`config.mk`:
```
export PLATFORM = sky130hd
export DESIGN_NAME = lpc_synth
export DESIGN_NICKNAME = d
export VERILOG_FILES = /design/src/rtl/lpc_pkg.sv /design/src/rtl/lpc_synth_mac.sv /design/src/rtl/lpc_synth.sv
export SDC_FILE = /design/constraint.sdc
export NUM_CORES = 2
export LEC_CHECK = 0
export CAP_MARGIN = 20
export CORE_ASPECT_RATIO = 0.75
export CORE_MARGIN = 2
export CORE_UTILIZATION = 30
export DETAILED_ROUTE_END_ITERATION = 10
export PLACE_DENSITY = 0.43
export SETUP_SLACK_MARGIN = 0.15
export SYNTH_ARGS = -nofsm -noshare
export SYNTH_HDL_FRONTEND = slang
export SYNTH_HIERARCHICAL = 1
export SYNTH_SLANG_ARGS = --single-unit
```
`constraint.sdc`:
```
create_clock -name clk -period 10.26 [get_ports clk]
set_input_delay 2.052 -clock clk [delete_from_list [all_inputs] [get_ports clk]]
set_output_delay 2.052 -clock clk [all_outputs]
set_load 0.05 [all_outputs]
```
`src/rtl/lpc_pkg.sv`:
```
// Shared types and constants for the LPC synthesis filter.
package lpc_pkg;

    localparam int COEF_FRAC  = 28;
    localparam int COEF_W_DEF = 32;
    localparam int DATA_W_DEF = 16;

    typedef logic signed [COEF_W_DEF-1:0] coef_t;
    typedef logic signed [DATA_W_DEF-1:0] sample_t;

    typedef enum logic [1:0] {IDLE, MAC, OUT} state_t;

    localparam longint ROUND_K = 64'sd1 <<< (COEF_FRAC - 1);

endpackage

```
`src/rtl/lpc_synth_mac.sv`:
```
// Time-multiplexed MAC with round-half-up output stage.
// LPC_SYNTH_SAT_EN selects clamping instead of two's-complement wrap.
module lpc_synth_mac
    import lpc_pkg::*;
#(
    parameter int DATA_W = 16,
    parameter int COEF_W = 32,
    parameter int ACC_W  = 56
) (
    input  logic                     clk,
    input  logic                     rst_n,
    input  logic                     load_i,
    input  logic                     step_i,
    input  logic signed [DATA_W-1:0] e_i,
    input  logic signed [COEF_W-1:0] coef_i,
    input  logic signed [DATA_W-1:0] samp_i,
    output logic signed [DATA_W-1:0] res_o
);

    localparam int PW = COEF_W + DATA_W;
    localparam logic signed [ACC_W-1:0] SMAX =
        {{(ACC_W - DATA_W + 1){1'b0}}, {(DATA_W - 1){1'b1}}};
    localparam logic signed [ACC_W-1:0] SMIN = ~SMAX;

    logic signed [PW-1:0]    prod_w;
    logic signed [ACC_W-1:0] acc_q, acc_d, prod_q, prod_d;
    logic signed [ACC_W-1:0] sum_w, rnd_w, shr_w;

    assign prod_w = PW'(coef_i) * PW'(samp_i);
    assign sum_w  = acc_q - prod_q;
    assign rnd_w  = sum_w + ACC_W'(ROUND_K);
    assign shr_w  = rnd_w >>> COEF_FRAC;

    // Product is registered, so the last tap is folded in by sum_w.
    always_comb begin
        acc_d  = acc_q;
        prod_d = prod_q;
        if (load_i) begin
            acc_d  = ACC_W'(e_i) <<< COEF_FRAC;
            prod_d = '0;
        end else if (step_i) begin
            acc_d  = sum_w;
            prod_d = ACC_W'(prod_w);
        end
    end

    always_ff @(posedge clk) begin
        if (!rst_n) begin
            acc_q  <= '0;
            prod_q <= '0;
        end else begin
            acc_q  <= acc_d;
            prod_q <= prod_d;
        end
    end

`ifdef LPC_SYNTH_SAT_EN
    always_comb begin
        res_o = DATA_W'(shr_w);
        if (shr_w > SMAX) begin
            res_o = SMAX[DATA_W-1:0];
        end else if (shr_w < SMIN) begin
            res_o = SMIN[DATA_W-1:0];
        end
    end
`else
    assign res_o = DATA_W'(shr_w);
`endif

endmodule

```
`src/rtl/lpc_synth.sv`:
```
// All-pole LPC synthesis filter: shadow/active coefficient banks, history ring, FSM.
// Output clamping is enabled by defining LPC_SYNTH_SAT_EN.
module lpc_synth
    import lpc_pkg::*;
#(
    parameter int ORDER  = 10,
    parameter int DATA_W = 16,
    parameter int COEF_W = 32,
    parameter int ACC_W  = 56
) (
    input  logic                     clk,
    input  logic                     rst_n,
    input  logic                     coef_we,
    input  logic [$clog2(ORDER)-1:0] coef_idx,
    input  logic signed [COEF_W-1:0] coef_data,
    input  logic                     coef_commit,
    input  logic                     hist_clr,
    input  logic                     in_valid,
    output logic                     in_ready,
    input  logic signed [DATA_W-1:0] in_data,
    output logic                     out_valid,
    input  logic                     out_ready,
    output logic signed [DATA_W-1:0] out_data
);

    localparam int PW = $clog2(ORDER);
    localparam int TW = $clog2(ORDER + 2);

    state_t                  state_q;
    logic [TW-1:0]           tap_q;
    logic [PW-1:0]           wptr_q, rd_idx, ci_idx;
    logic signed [COEF_W-1:0] shadow_q [ORDER];
    logic signed [COEF_W-1:0] active_q [ORDER];
    logic signed [DATA_W-1:0] hist_q [ORDER];
    logic                    commit_q, clr_q, valid_q;
    logic signed [DATA_W-1:0] data_q, mac_res;
    logic                    pend, accept, last_tap;
    int                      tap_i, rd_i;

    assign pend      = commit_q | clr_q;
    assign in_ready  = (state_q == IDLE) && !pend;
    assign accept    = in_ready && in_valid;
    assign last_tap  = (tap_q == TW'(ORDER + 1));
    assign out_valid = valid_q;
    assign out_data  = data_q;

    // s[n-k] sits k slots behind the write pointer.
    always_comb begin
        tap_i = int'(tap_q);
        if (tap_q == '0 || last_tap) begin
            tap_i = 1;
        end
        rd_i = int'(wptr_q) + ORDER - tap_i;
        if (rd_i >= ORDER) begin
            rd_i = rd_i - ORDER;
        end
        rd_idx = PW'(rd_i);
        ci_idx = PW'(tap_i - 1);
    end

    lpc_synth_mac #(
        .DATA_W (DATA_W),
        .COEF_W (COEF_W),
        .ACC_W  (ACC_W)
    ) u_mac (
        .clk    (clk),
        .rst_n  (rst_n),
        .load_i (accept),
        .step_i (state_q == MAC),
        .e_i    (in_data),
        .coef_i (active_q[ci_idx]),
        .samp_i (hist_q[rd_idx]),
        .res_o  (mac_res)
    );

    always_ff @(posedge clk) begin
        if (!rst_n) begin
            state_q  <= IDLE;
            tap_q    <= '0;
            wptr_q   <= '0;
            commit_q <= 1'b0;
            clr_q    <= 1'b0;
            valid_q  <= 1'b0;
            data_q   <= '0;
            for (int i = 0; i < ORDER; i++) begin
                shadow_q[i] <= '0;
                active_q[i] <= '0;
                hist_q[i]   <= '0;
            end
        end else begin
            if (coef_we && int'(coef_idx) < ORDER) begin
                shadow_q[coef_idx] <= coef_data;
            end
            commit_q <= commit_q | coef_commit;
            clr_q    <= clr_q | hist_clr;
            unique case (state_q)
                IDLE: begin
                    if (pend) begin
                        if (commit_q) begin
                            for (int i = 0; i < ORDER; i++) begin
                                active_q[i] <= shadow_q[i];
                            end
                            commit_q <= coef_commit;
                        end
                        if (clr_q) begin
                            for (int i = 0; i < ORDER; i++) begin
                                hist_q[i] <= '0;
                            end
                            clr_q <= hist_clr;
                        end
                    end else if (in_valid) begin
                        tap_q   <= TW'(1);
                        state_q <= MAC;
                    end
                end
                MAC: begin
                    if (last_tap) begin
                        data_q  <= mac_res;
                        valid_q <= 1'b1;
                        state_q <= OUT;
                    end else begin
                        tap_q <= tap_q + 1'b1;
                    end
                end
                OUT: begin
                    if (out_ready) begin
                        hist_q[wptr_q] <= data_q;
                        wptr_q  <= (wptr_q == PW'(ORDER - 1)) ? '0 : wptr_q + 1'b1;
                        valid_q <= 1'b0;
                        state_q <= IDLE;
                    end
                end
                default: state_q <= IDLE;
            endcase
        end
    end

endmodule

```
# After elaboration in Yosys (flattened, before gate mapping)
# Memories as Yosys holds them, arrays and structs flattened.
# Cells that the tools add are included.
# classes
div,0
add_sub_neg,8
mul,1
n_reduce_logical,18
bitwise,24
shifts,0
n_mux,67
eq_ne,9
order_cmp,2
# ops
op,count
2-to-1 mux 32 bit,11
2-to-1 mux 16 bit,11
2-to-1 mux 56 bit,2
subtractor 56 x 48 -> 56 bit,1
multiplier 32 x 16 -> 48 bit,1
adder 44 x 29 -> 44 bit (second input constant),1
2-to-1 mux 4 bit,8
OR reduction 32 bit,1
2-to-1 mux 1 bit,28
bitwise OR 1 bit,23
OR reduction 16 bit,1
!= test 2 bit (second input constant),5
adder 4 x 1 -> 4 bit (second input constant),2
== test 4 bit (second input constant),2
2-to-1 mux 2 bit,4
one-hot mux 4 bit (2 select lines),1
AND reduction 4 bit,2
>= comparator 6 x 5 -> 1 bit (second input constant),1
one-hot mux 2 bit (3 select lines),1
nonzero test 2 bit,3
subtractor 5 x 4 -> 6 bit,1
adder 4 x 4 -> 5 bit (second input constant),1
logical NOT 4 bit,1
less-than comparator 4 bit (second input constant),1
other kinds (13),16
# word_totals
latch_bits,0
memories,3
rom_bits,0
elab_cells,142
inputBits,59
out_inout_bits,18
register_bits,133
ram_bits,800
# mem_list
memory,depth,width,rd,rd_clocked_by_memory_dff,write_ports,line_no,rtl
active_q,10,32,1,0,10,lpc_synth.sv:33,logic signed [COEF_W-1:0] active_q [ORDER];
shadow_q,10,32,10,0,10,lpc_synth.sv:32,logic signed [COEF_W-1:0] shadow_q [ORDER];
hist_q,10,16,1,0,10,lpc_synth.sv:34,logic signed [DATA_W-1:0] hist_q [ORDER];

# Depth between registers and ports, before layout
# An unclocked memory read counts as a cell.
# logic_depth
depth_word,8
ltp_mapped,46

# Cells and area by module
# Netlist, hierarchy kept.
# by_module_without_submodules
module,seq_area_each_um2,cells_per_inst,instances,area_per_inst_um2
lpc_synth,27486.4,2616,1,38459.4
lpc_synth_mac,1761.7,2799,1,23616.4

# Worst setup path after synthesis
# Ideal clock, no wire load.
# synth_path
path_type,input -> register
startpoint,input rst_n
endpoint,"memory active_q[0][0], enable pin"
t_arrival_ns,7.833
stages,3
setup_time_ns,2.371
slack_ns,0.056
t_required_ns,7.889
cell_sequence,clkbuf_1 buf_1 nand2_1
# synth_rtl
element,line_no,rtl
"start, declared",lpc_synth.sv:12,"input logic rst_n,"
"end, declared",lpc_synth.sv:33,

# Worst setup path in the final report
# layout_path
startpoint,register tap_q[0]
endpoint,register u_mac.prod_q[40]
# layout_between
elab_chain_len,8
word_cells_on_any_way,12
# layout_lines
element,line_no,rtl
"start, declared",lpc_synth.sv:30,logic [TW-1:0] tap_q;
"start signal, assigned",lpc_synth.sv:122,tap_q <= tap_q + 1'b1;
== test 4 bit or logical NOT 4 bit (tied branches),"lpc_synth.sv:43, lpc_synth.sv:50",
logical OR 1 bit,lpc_synth.sv:50,if (tap_q == '0 || last_tap) begin
2-to-1 mux 4 bit (*),lpc_synth.sv:50,
subtractor 5 x 4 -> 6 bit,lpc_synth.sv:53,rd_i = int'(wptr_q) + ORDER - tap_i;
>= comparator 6 x 5 -> 1 bit or subtractor 4 bit (tied branches),"lpc_synth.sv:54, lpc_synth.sv:55",
2-to-1 mux 4 bit,lpc_synth.sv:54,if (rd_i >= ORDER) begin
memory read (10 x 16 bit),n/a,
multiplier 32 x 16 -> 48 bit (*),lpc_synth_mac.sv:29,assign prod_w = PW'(coef_i) * PW'(samp_i);
"end signal, assigned",lpc_synth_mac.sv:53,prod_q <= prod_d;
"end, declared",lpc_synth_mac.sv:26,"logic signed [ACC_W-1:0] acc_q, acc_d, prod_q, prod_d;"
# Every way passes the cells marked *; elsewhere a longest branch is shown, timed or not.
# A chain may end at the register's enable or synchronous reset.

==> reports/results.tsv <==
metric	value	unit
status	finished clean	
syn nets	6093	
dominant cell type by area after synthesis	edfxtp_1	
post-synthesis async set-or-reset flop share	0	%
Final period util	97.37	%
vias in the first global route	40591	
CTS Buf Count	110	
Critical Path AT	10.56	ns
Worst Tran Pin Value	1.125	ns
Post-Syn Instances	5415	
gr ovfl total	0	
Post-DP HPWL	119200	µm
reg2reg path depth	43	
drt first pass iters	5	
width of the die	529.3	µm
# nets final	6375	
sequential element share of the synthesized area	47.12	%
global-route wire length before repair	265200	µm
RSZ-0062 raised after global routing	true	
Max stage delay cell, worst path	fa_1	
Hold-fix buffers, CTS	0	
commonest non-fill, non-tap cell in the layout	edfxtp_1	
Critical Path Fanout Max	7	
final WL	177400	µm
uppermost routed layer	met4	
hold crit path type	reg -> reg	
Synth Warn #	6	
DRC Markers	0	
area growth from synthesis to layout	18.57	%
largest net degree at the start of global routing	194	
leading register cell type out of synthesis	edfxtp_1	
Slew headroom	24.94	%
wire per inst	20.72	µm
Sink Count	1013	
met2 WL post-DR	79100	µm
Crit path top cell by count	fa_1	
Yosys cell types	94	
DRT iter0 DRCs	2648	
Initial Utilization	30.20	%
Ports	77	
Period minus WS final	9.991	ns
Finished Layout Cells	8561	
CP peak stage delay	0.55	ns
total vias in the final route	39584	
largest cells by area after synthesis	edfxtp_1 43%, fa_1 15%, and2_1 7.0%, mux2i_1 4.7%, inv_1 3.9%	
Worst Clk Skew	0.08100	ns
CTS Buffer Depth	3	
Detail Route Antenna Nets	0	
met1 WL	88350	µm
layout cells sized above 1	14.59	%
Final Max Tran Viols	0	
die height	397.9	µm
Post-synth EDFFs	896	
setup_tns	0	ns
H-tree levels	3	
CTS tree	yes	
Setup-failing EPs final	0	
Hold Violations, Final	0	
top-area cell type share of the netlist area	43.34	%
Yosys reg bits	1013	
fmax	0.1001	GHz
Crit Path Class	reg -> reg	
Post-Syn Area per Cell	11.46	µm²
die area	0.2106	mm²
initial antenna violation count	6	
GRT Resource Usage Total	16.72	%
Met3 Routed Length	6544	µm
CP required	10.83	ns
clock-pin slew on the worst setup and hold paths	0.06	ns
commonest non-fill, non-tap cells in the layout	896 x edfxtp_1, 694 x and2_1, 624 x inv_1	
max cap viols	0	
Hold Path Stages	2	
clock latency at the later pin of the worst-skew pair	0.76	ns
Cell Rows	144	
vias per cell	4.624	
# port buffers	76	
Setup crit end kind	flip-flop	
Startpoint Class	flip-flop	
area of the core	0.2056	mm²
placed insts	8291	
GPL Wtd Cong	0.8350	
synthesized area	0.06208	mm²
clock root cell	clkbuf_16	
[kinds of logic (layout without fill, tap and decap cells)]
group	Yosys count	count (layout)	synth area share (%)
muxes	356	356	7.034
adders and majority gates	619	619	17.98
DFF	1013	1013	47.12
other	0	3	0
buffers and inverters	955	1324	6.013
AOI/OAI and AO/OA	460	460	5.019
and+or+nand+nor	1908	1908	15.34
xor gates and xnor gates	104	104	1.498
[routing by layer]
| layer | global-route usage (%) | vias up |
|---|---|---|
| met1 | 24.96 | 20210 |
| met3 | 2.128 | 179 |
| met5 | 0 | - |
| met2 | 25.77 | 660 |
| met4 | 3.582 | 0 |
| li1 | - | 18535 |
[flip-flops by register name, summed over array words and instances, names as in the netlist, 2 cells and up]
signal and cells:
hist_q 256, out_data 16, u_mac/acc_q 44, u_mac/prod_q 44
tap_q 4, shadow_q 320, active_q 320, wptr_q 4
state_q 2
[final timing paths]
kind                     from          endpoint  slack [ns]
min reg2reg  u_mac/prod_q[10]  u_mac/prod_q[10]        0.46
max reg2reg          tap_q[0]  u_mac/prod_q[40]        0.27
max                  tap_q[0]  u_mac/prod_q[40]        0.27
min          u_mac/prod_q[10]  u_mac/prod_q[10]        0.46
[layout make-up]
type / count / area (µm²)
timing repair buffer: 483 / 4823
clock buffer: 127 / 2816
sequential: 1013 / 29260
inverter: 642 / 2425
fill: 20281 / 132000
tap: 2774 / 3471
antenna: 3 / 7.507
multi-input combinational: 3447 / 30200
clock inverter: 72 / 605.6
[cells in the mapped netlist, types with 7 or more instances]
cell type / number
o31ai_1: 8
or2_2: 7
o21ai_0: 68
fa_1: 455
nor3_1: 36
nor2b_1: 45
o211ai_1: 10
buf_2: 21
nor2_1: 467
nand4_1: 22
and2_1: 699
nand3_1: 30
o21a_1: 14
clkbuf_1: 248
a211oi_1: 48
a21o_1: 64
o21bai_1: 7
mux4_2: 64
or3_1: 11
edfxtp_1: 896
buf_4: 22
nand2_1: 510
ha_1: 164
xnor2_1: 69
buf_1: 16
xor2_1: 34
mux2i_1: 290
and3_1: 18
dfxtp_1: 117
nand2b_1: 26
a31oi_1: 40
inv_1: 637
a21oi_1: 122
[critical path: cells and delay by family (launching register included)]
kind | cells | cell delay [ns]
flops | 1 | 0.36
buf+inv | 12 | 1.30
mux | 6 | 1.10
compound gates | 8 | 1.65
simple gates | 4 | 0.88
fa+ha+maj | 11 | 4.16
xor+xnor | 2 | 0.34
[through the flow]
step	hold WS [ns]	worst slack [ns]	util [%]	area [µm²]
5_1_grt	0.4858	-0.1173	35.80	73600
3_3_place_gp	0.4555	-0.2098	33.38	68620
4_1_cts	0.4677	0.1167	35.17	72290
6_report	0.4633	0.2694	35.80	73600
2_1_floorplan	0.4409	0.5619	-	62080
3_5_place_dp	0.4588	-0.1193	33.39	68650
[repair_timing]
item,CTS,global route
resized for setup,29,137
gates cloned,0,10
setup buffers,8,47
endpoints found under the setup margin,19,27
pin swaps,5,68
Power is not shown: default switching activity piles up to over one toggle a cycle in this logic, so the estimate is an artifact.
